[src/rtl/cpu_pkg.sv]
// ----------------------------------------------------------------------------
// cpu_pkg
// Shared constants for the 4-bit CPU datapath:
//   - MODE_W : width of the universal register operation select
//   - mode_e : operation encodings MODE_HOLD..MODE_DEC (0..7)
//   - DATA_W : default datapath width
// ----------------------------------------------------------------------------
package cpu_pkg;

    localparam int MODE_W = 3;
    localparam int DATA_W = 4;

    typedef enum logic [MODE_W-1:0] {
        MODE_HOLD = 3'd0,
        MODE_LOAD = 3'd1,
        MODE_SHL  = 3'd2,
        MODE_SHR  = 3'd3,
        MODE_ROL  = 3'd4,
        MODE_ROR  = 3'd5,
        MODE_INC  = 3'd6,
        MODE_DEC  = 3'd7
    } mode_e;

endpackage

[src/rtl/univ_reg_next.sv]
// ----------------------------------------------------------------------------
// univ_reg_next
// Purely combinational next-state logic for the universal register.
// Computes the next {co, q} from the current state and the operation inputs.
// Ports:
//   i_q     [WIDTH]  current register value
//   i_co    [1]      current carry flag (kept on HOLD)
//   i_d     [WIDTH]  parallel load data
//   i_si    [1]      serial input for SHL/SHR
//   i_mode  [MODE_W] operation select
//   o_q     [WIDTH]  next register value
//   o_co    [1]      next carry/borrow/shift-out flag
// ----------------------------------------------------------------------------
module univ_reg_next
    import cpu_pkg::*;
#(
    parameter int WIDTH = DATA_W
) (
    input  logic [WIDTH-1:0]  i_q,
    input  logic              i_co,
    input  logic [WIDTH-1:0]  i_d,
    input  logic              i_si,
    input  logic [MODE_W-1:0] i_mode,
    output logic [WIDTH-1:0]  o_q,
    output logic              o_co
);

    localparam logic [WIDTH-1:0] ONE_W  = {{(WIDTH-1){1'b0}}, 1'b1};
    localparam logic [WIDTH-1:0] ZERO_W = {WIDTH{1'b0}};

    // Increment is done one bit wider so the carry falls out of the sum.
    logic [WIDTH:0] w_inc;
    assign w_inc = {1'b0, i_q} + {1'b0, ONE_W};

    // Operation decode: next value and flag for every mode.
    always_comb begin
        o_q  = i_q;
        o_co = i_co;
        case (i_mode)
            MODE_HOLD: begin
                o_q  = i_q;
                o_co = i_co;
            end
            MODE_LOAD: begin
                o_q  = i_d;
                o_co = 1'b0;
            end
            MODE_SHL: begin
                o_q  = {i_q[WIDTH-2:0], i_si};
                o_co = i_q[WIDTH-1];
            end
            MODE_SHR: begin
                o_q  = {i_si, i_q[WIDTH-1:1]};
                o_co = i_q[0];
            end
            MODE_ROL: begin
                o_q  = {i_q[WIDTH-2:0], i_q[WIDTH-1]};
                o_co = i_q[WIDTH-1];
            end
            MODE_ROR: begin
                o_q  = {i_q[0], i_q[WIDTH-1:1]};
                o_co = i_q[0];
            end
            MODE_INC: begin
                o_q  = w_inc[WIDTH-1:0];
                o_co = w_inc[WIDTH];
            end
            MODE_DEC: begin
                // Borrow only when decrementing from zero.
                o_q  = i_q - ONE_W;
                o_co = (i_q == ZERO_W) ? 1'b1 : 1'b0;
            end
            default: begin
                o_q  = i_q;
                o_co = i_co;
            end
        endcase
    end

endmodule

[src/rtl/univ_reg.sv]
// ----------------------------------------------------------------------------
// univ_reg
// Parametrised edge-triggered universal register: hold, load, shift, rotate,
// increment and decrement with a registered carry flag.
// Ports:
//   clk    [1]      rising-edge clock
//   rst_n  [1]      asynchronous active-low reset (q=0, co=0)
//   clr    [1]      synchronous clear, priority over en/mode
//   en     [1]      operation enable; 0 holds all state
//   mode   [MODE_W] operation select (cpu_pkg::mode_e)
//   d      [WIDTH]  parallel load data
//   si     [1]      serial input for SHL/SHR
//   q      [WIDTH]  registered value
//   qb     [WIDTH]  ~q
//   so_l   [1]      q[WIDTH-1]
//   so_r   [1]      q[0]
//   co     [1]      registered carry/borrow/shift-out flag
//   z      [1]      q == 0
// qb, so_l, so_r and z are decoded from the flops only, so no input reaches
// an output without passing through a register.
// ----------------------------------------------------------------------------
module univ_reg
    import cpu_pkg::*;
#(
    parameter int WIDTH = DATA_W
) (
    input  logic              clk,
    input  logic              rst_n,
    input  logic              clr,
    input  logic              en,
    input  logic [MODE_W-1:0] mode,
    input  logic [WIDTH-1:0]  d,
    input  logic              si,
    output logic [WIDTH-1:0]  q,
    output logic [WIDTH-1:0]  qb,
    output logic              so_l,
    output logic              so_r,
    output logic              co,
    output logic              z
);

    logic [WIDTH-1:0] r_q;
    logic             r_co;
    logic [WIDTH-1:0] w_q_nxt;
    logic             w_co_nxt;

    univ_reg_next #(
        .WIDTH (WIDTH)
    ) u_next (
        .i_q    (r_q),
        .i_co   (r_co),
        .i_d    (d),
        .i_si   (si),
        .i_mode (mode),
        .o_q    (w_q_nxt),
        .o_co   (w_co_nxt)
    );

    // State register: async reset, then clear, then enabled update.
    always_ff @(posedge clk or negedge rst_n) begin
        if (!rst_n) begin
            r_q  <= {WIDTH{1'b0}};
            r_co <= 1'b0;
        end else if (clr) begin
            r_q  <= {WIDTH{1'b0}};
            r_co <= 1'b0;
        end else if (en) begin
            r_q  <= w_q_nxt;
            r_co <= w_co_nxt;
        end else begin
            r_q  <= r_q;
            r_co <= r_co;
        end
    end

    assign q    = r_q;
    assign co   = r_co;
    assign qb   = ~r_q;
    assign so_l = r_q[WIDTH-1];
    assign so_r = r_q[0];
    assign z    = (r_q == {WIDTH{1'b0}}) ? 1'b1 : 1'b0;

endmodule

[config.mk]
export PLATFORM = sky130hd
export DESIGN_NAME = univ_reg
export DESIGN_NICKNAME = d
export VERILOG_FILES = /design/src/rtl/cpu_pkg.sv /design/src/rtl/univ_reg_next.sv /design/src/rtl/univ_reg.sv
export SDC_FILE = /design/constraint.sdc
export NUM_CORES = 1
export LEC_CHECK = 0
export CORE_MARGIN = 1
export CORE_UTILIZATION = 36
export CTS_BUF_LIST = sky130_fd_sc_hd__clkbuf_16
export DETAILED_ROUTE_END_ITERATION = 7
export PLACE_DENSITY = 0.67
export SLEW_MARGIN = 20
export SYNTH_ARGS = -nofsm -noshare
export SYNTH_HDL_FRONTEND = slang
export SYNTH_SLANG_ARGS = --single-unit
[constraint.sdc]
create_clock -name clk -period 2.9 [get_ports clk]
set_clock_uncertainty 0.05 [all_clocks]
set_input_delay 0.58 -clock clk [delete_from_list [all_inputs] [get_ports clk]]
set_output_delay 0.58 -clock clk [all_outputs]
set_load 0.1 [all_outputs]
# ---- Word-level counts from Yosys, hierarchy flattened
# Cells that the tools add are included.
dict set report word_totals {
  regBits 5
  in_bits 12
  elab_cells 26
}
dict set report classes {
  add_sub_neg 2
  n_eq_ne 8
  muxes 7
  bitwise 1
  reduce_logical 6
}
# operator n
set ops {}
lappend ops {{4-bit one-hot mux with 7 select lines} 1}
lappend ops {{3-bit equality test, second input constant} 4}
lappend ops {{4-bit two-way mux} 2}
lappend ops {{3-bit by 2-bit equality test with 1-bit output, second input constant} 2}
lappend ops {{4-bit by 1-bit adder with 5-bit output, second input constant} 1}
lappend ops {{1-bit one-hot mux with 5 select lines} 1}
lappend ops {{4-bit zero test} 1}
lappend ops {{4-bit NOT} 1}
lappend ops {{2-bit OR reduction} 2}
lappend ops {{4-bit by 1-bit subtractor with 4-bit output, second input constant} 1}
lappend ops {{3-bit by 1-bit equality test with 1-bit output, second input constant} 1}
lappend ops {{3-bit zero test} 1}
lappend ops {{1-bit two-way mux} 3}
lappend ops {{2-bit != test, second input constant} 1}
lappend ops {{2-bit AND reduction} 1}
lappend ops {{2-bit nonzero test} 1}

# ---- Logic depth before layout (Yosys ltp)
dict set report logic_depth {
  ltp_word 5
  mapped_depth 7
  mapped_depth_nobuf 6
}

# ---- Hierarchy
# A second synthesis with hierarchy kept.
dict set report hier_totals {
  cells_unflattened 88
  hier_area_um2 683.2
}
# module n_inst cells_each area_each_um2 seq_area_each_um2
set modules_own_cells {}
lappend modules_own_cells {univ_reg_next 1 65 441.7 0.0}
lappend modules_own_cells {univ_reg 1 23 241.5 125.1}

# ---- Worst setup path before layout
# Ideal clock, no wire load.
dict set report synth_path {
  kind {reg2out}
  startpoint {register r_q[0] (netlist: q[0])}
  endpoint {output z}
  arrival_time_ps 2936
  setup_slack_ps -666
  path_stages_with_launch 6
  path_cell_list {dfrtp_1 buf_2 inv_1 ha_1 or3b_4 inv_1}
}
dict set report synth_between {
  elab_chain_len 2
}
# item line
set synth_lines {}
lappend synth_lines {{start, declared} univ_reg.sv:42} ;# logic [WIDTH-1:0] r_q;
lappend synth_lines {{start signal, assigned} univ_reg.sv:62} ;# r_q <= {WIDTH{1'b0}};
lappend synth_lines {{start signal, assigned} univ_reg.sv:65} ;# r_q <= {WIDTH{1'b0}};
lappend synth_lines {{start signal, assigned} univ_reg.sv:68} ;# r_q <= w_q_nxt;
lappend synth_lines {{4-bit zero test} univ_reg.sv:81} ;# assign z = (r_q == {WIDTH{1'b0}}) ? 1'b1 : 1'b0;
lappend synth_lines {{1-bit two-way mux} univ_reg.sv:81}
lappend synth_lines {{end, declared} univ_reg.sv:39} ;# output logic z
# Every way passes these cells.

# ---- Worst setup path in the final report
# Ends and elaborated chain as after synthesis.

==> results.cfg <==
[timing]
fmax_mhz = 428
drv_slew = 0
slew_headroom_pct = 63.8
worstMarginPinSlew_ps = 542
setup-violations-final = 0
rsz0062_at_grt = no
setup-tns-final_ps = 0
fin_ws_ps = 561
period_share_pct = 80.7
whs_ps = 533
hold_violations = 0
fin_crit_ps = 2340

[route]
vias = 652
drc = 0
vias_per_cell = 5.39
avgRoutedWirePerCell_um = 14.1
drtIter0Drc = 18
wl_um = 1710
ant_nets = 0
dr.pass1.iters = 4

[clock_network]
clk_pin_slew_ps = 40
cts_tree = done
cts_hold_buf = 0
clock_path_buffers = 2
postCtsSetupRepairBufs = 0
cts_htree_levels = 1
clock_sinks = 5
numCtsBuffers = 3
cts_root_buf = clkbuf_16
clk-insertion-delay-late_ps = 230
ctsResizeCount = 0

[placement]
placedInstanceArea_sq_um = 875
place_hpwl_um = 1210
portBuffers = 23
routabilityCongestion = 0.772
pre_cts_ws_ps = 474

[worst_hold_path]
hold_class = in -> async

[job]
cap_violations = 0

[layout]
final_common_cell = buf_4
nNetsFinal = 112
syn_to_final_growth_pct = 43.8
fillers = 176
multi_input_area_sq_um = 449
antenna_cells = 0
layout_common_cells = 13 x buf_4, 11 x clkdlybuf4s50_1, 5 x nor2_1
layout.area.seq_sq_um = 133
design_area_sq_um = 953
drive_gt1_share_pct = 33.3

[critical_path]
crit_buf_inv = 3
end_kind = output port
path_cells = clkinvlp_4, ha_2, or3b_4, clkinvlp_4, buf_12
required_ps = 2270
startpoint_type = flop
path_max_fanout = 12
crit_arrival_ps = 1710
crit_family = flip-flops
critPathSlowestCell = dfrtp_4
max_stage_delay_ps = 550
path_class = reg -> out
crit_top_cell = clkinvlp_4

[synthesis]
synth_top_family_by_area = compound AO/OA/AOI/OAI gates
synthCells = 76
synthSimpleGateAreaFrac_pct = 22.3
async_flop_share_pct = 100
ys_types = 40
ys.warnings.count = 0
synth_mux_area_share_pct = 6.23
syn_nets = 91
synthAdderAreaFrac_pct = 5.66
synth.avg_cell_area_sq_um = 8.73
synth_compound_area_share_pct = 30.6
seq_area_frac_synth_pct = 18.9
ys_seq_elements = 5
yosys_most_used_dff = dfrtp_1
synth_xor_area_share_pct = 2.64
synth.cell_area_sq_um = 663
synth_edf_count = 0

[power_and_ir_drop]
p_leak_uw = 0.000375
ir_drop_mv = 0.511
power_density_nw_per_um2 = 573
finalPower_uw = 546

[grt]
grt_pass1_wl_um = 2620
track_usage_pct = 18.4
grt_max_degree = 15
overflow = 0
grt_pass1_vias = 600
antenna_found_initial = 0

[floorplan]
die_area_sq_um = 2020
fp.dieW_um = 44.9
rows = 15
core_sq_um = 1730
io_pins = 24
initial_core_util_pct = 38.4
die_y_um = 44.9

[status]
outcome = finished clean
[cell families after synthesis]
family	after synthesis
fa+ha+maj	3
buf+inv	15
xor+xnor	2
compound gates	23
flops	5
simple gates	24
mux	4
[through the flow]
stage / utilization, % / cells
detailed placement: 50.7 / 117
CTS: 55.2 / 121
floorplan: - / 76
global placement: 50.7 / 117
finish: 55.2 / 121
global route: 55.2 / 121
[Yosys cell counts (2+ instances only)]
master / count / area share [%]
a21oi_1: 3 / 2.3
nand2_1: 4 / 2.3
mux2i_1: 3 / 4.5
ha_1: 3 / 5.7
nand2b_1: 2 / 1.9
buf_6: 3 / 5.1
buf_4: 2 / 2.3
a31oi_1: 2 / 1.9
o41ai_1: 2 / 2.6
nor2_1: 5 / 2.8
or2b_1: 2 / 2.3
buf_2: 4 / 3.0
nand3b_1: 4 / 4.5
inv_1: 6 / 3.4
a211oi_1: 2 / 2.3
dfrtp_1: 5 / 19
[area by class of cell]
type | instances | area share (%)
clock buffer | 3 | 7.87
clock inverter | 1 | 0.394
inverter | 6 | 3.54
multi-input combinational | 56 | 47.1
sequential | 5 | 13.9
tap | 25 | 3.28
timing repair buffer | 25 | 23.9
[metal layers]
layer	GRT usage, %	wire length, um	vias up
met5	0	0	-
met4	4.24	0	0
li1	-	-	321
met1	21.4	720	310
met3	7.20	110	0
met2	31.6	875	21
[worst paths after layout]
kind                       start  endpoint  slack, ps  cells past startpoint
min in group clk              co        co        570                      2
max in group asynchronous  rst_n      q[1]       2040                      1
max reg2reg                 q[0]        co       1110                      6
min                        rst_n      q[2]        530                      1
min reg2reg                   co        co        570                      2
max                         q[0]         z        560                      5
[power breakdown]
group          leakage, uW  switching, uW  internal (uW)
Sequential       0.0000640           13.7           76.4
Combinational     0.000268            156           74.5
Clock            0.0000423           46.3            179
[registers in the layout, indices dropped and copies added, names as in the netlist]
signal / cells
co: 1
q: 4
Note: power is estimated with default switching activity, not from simulation.
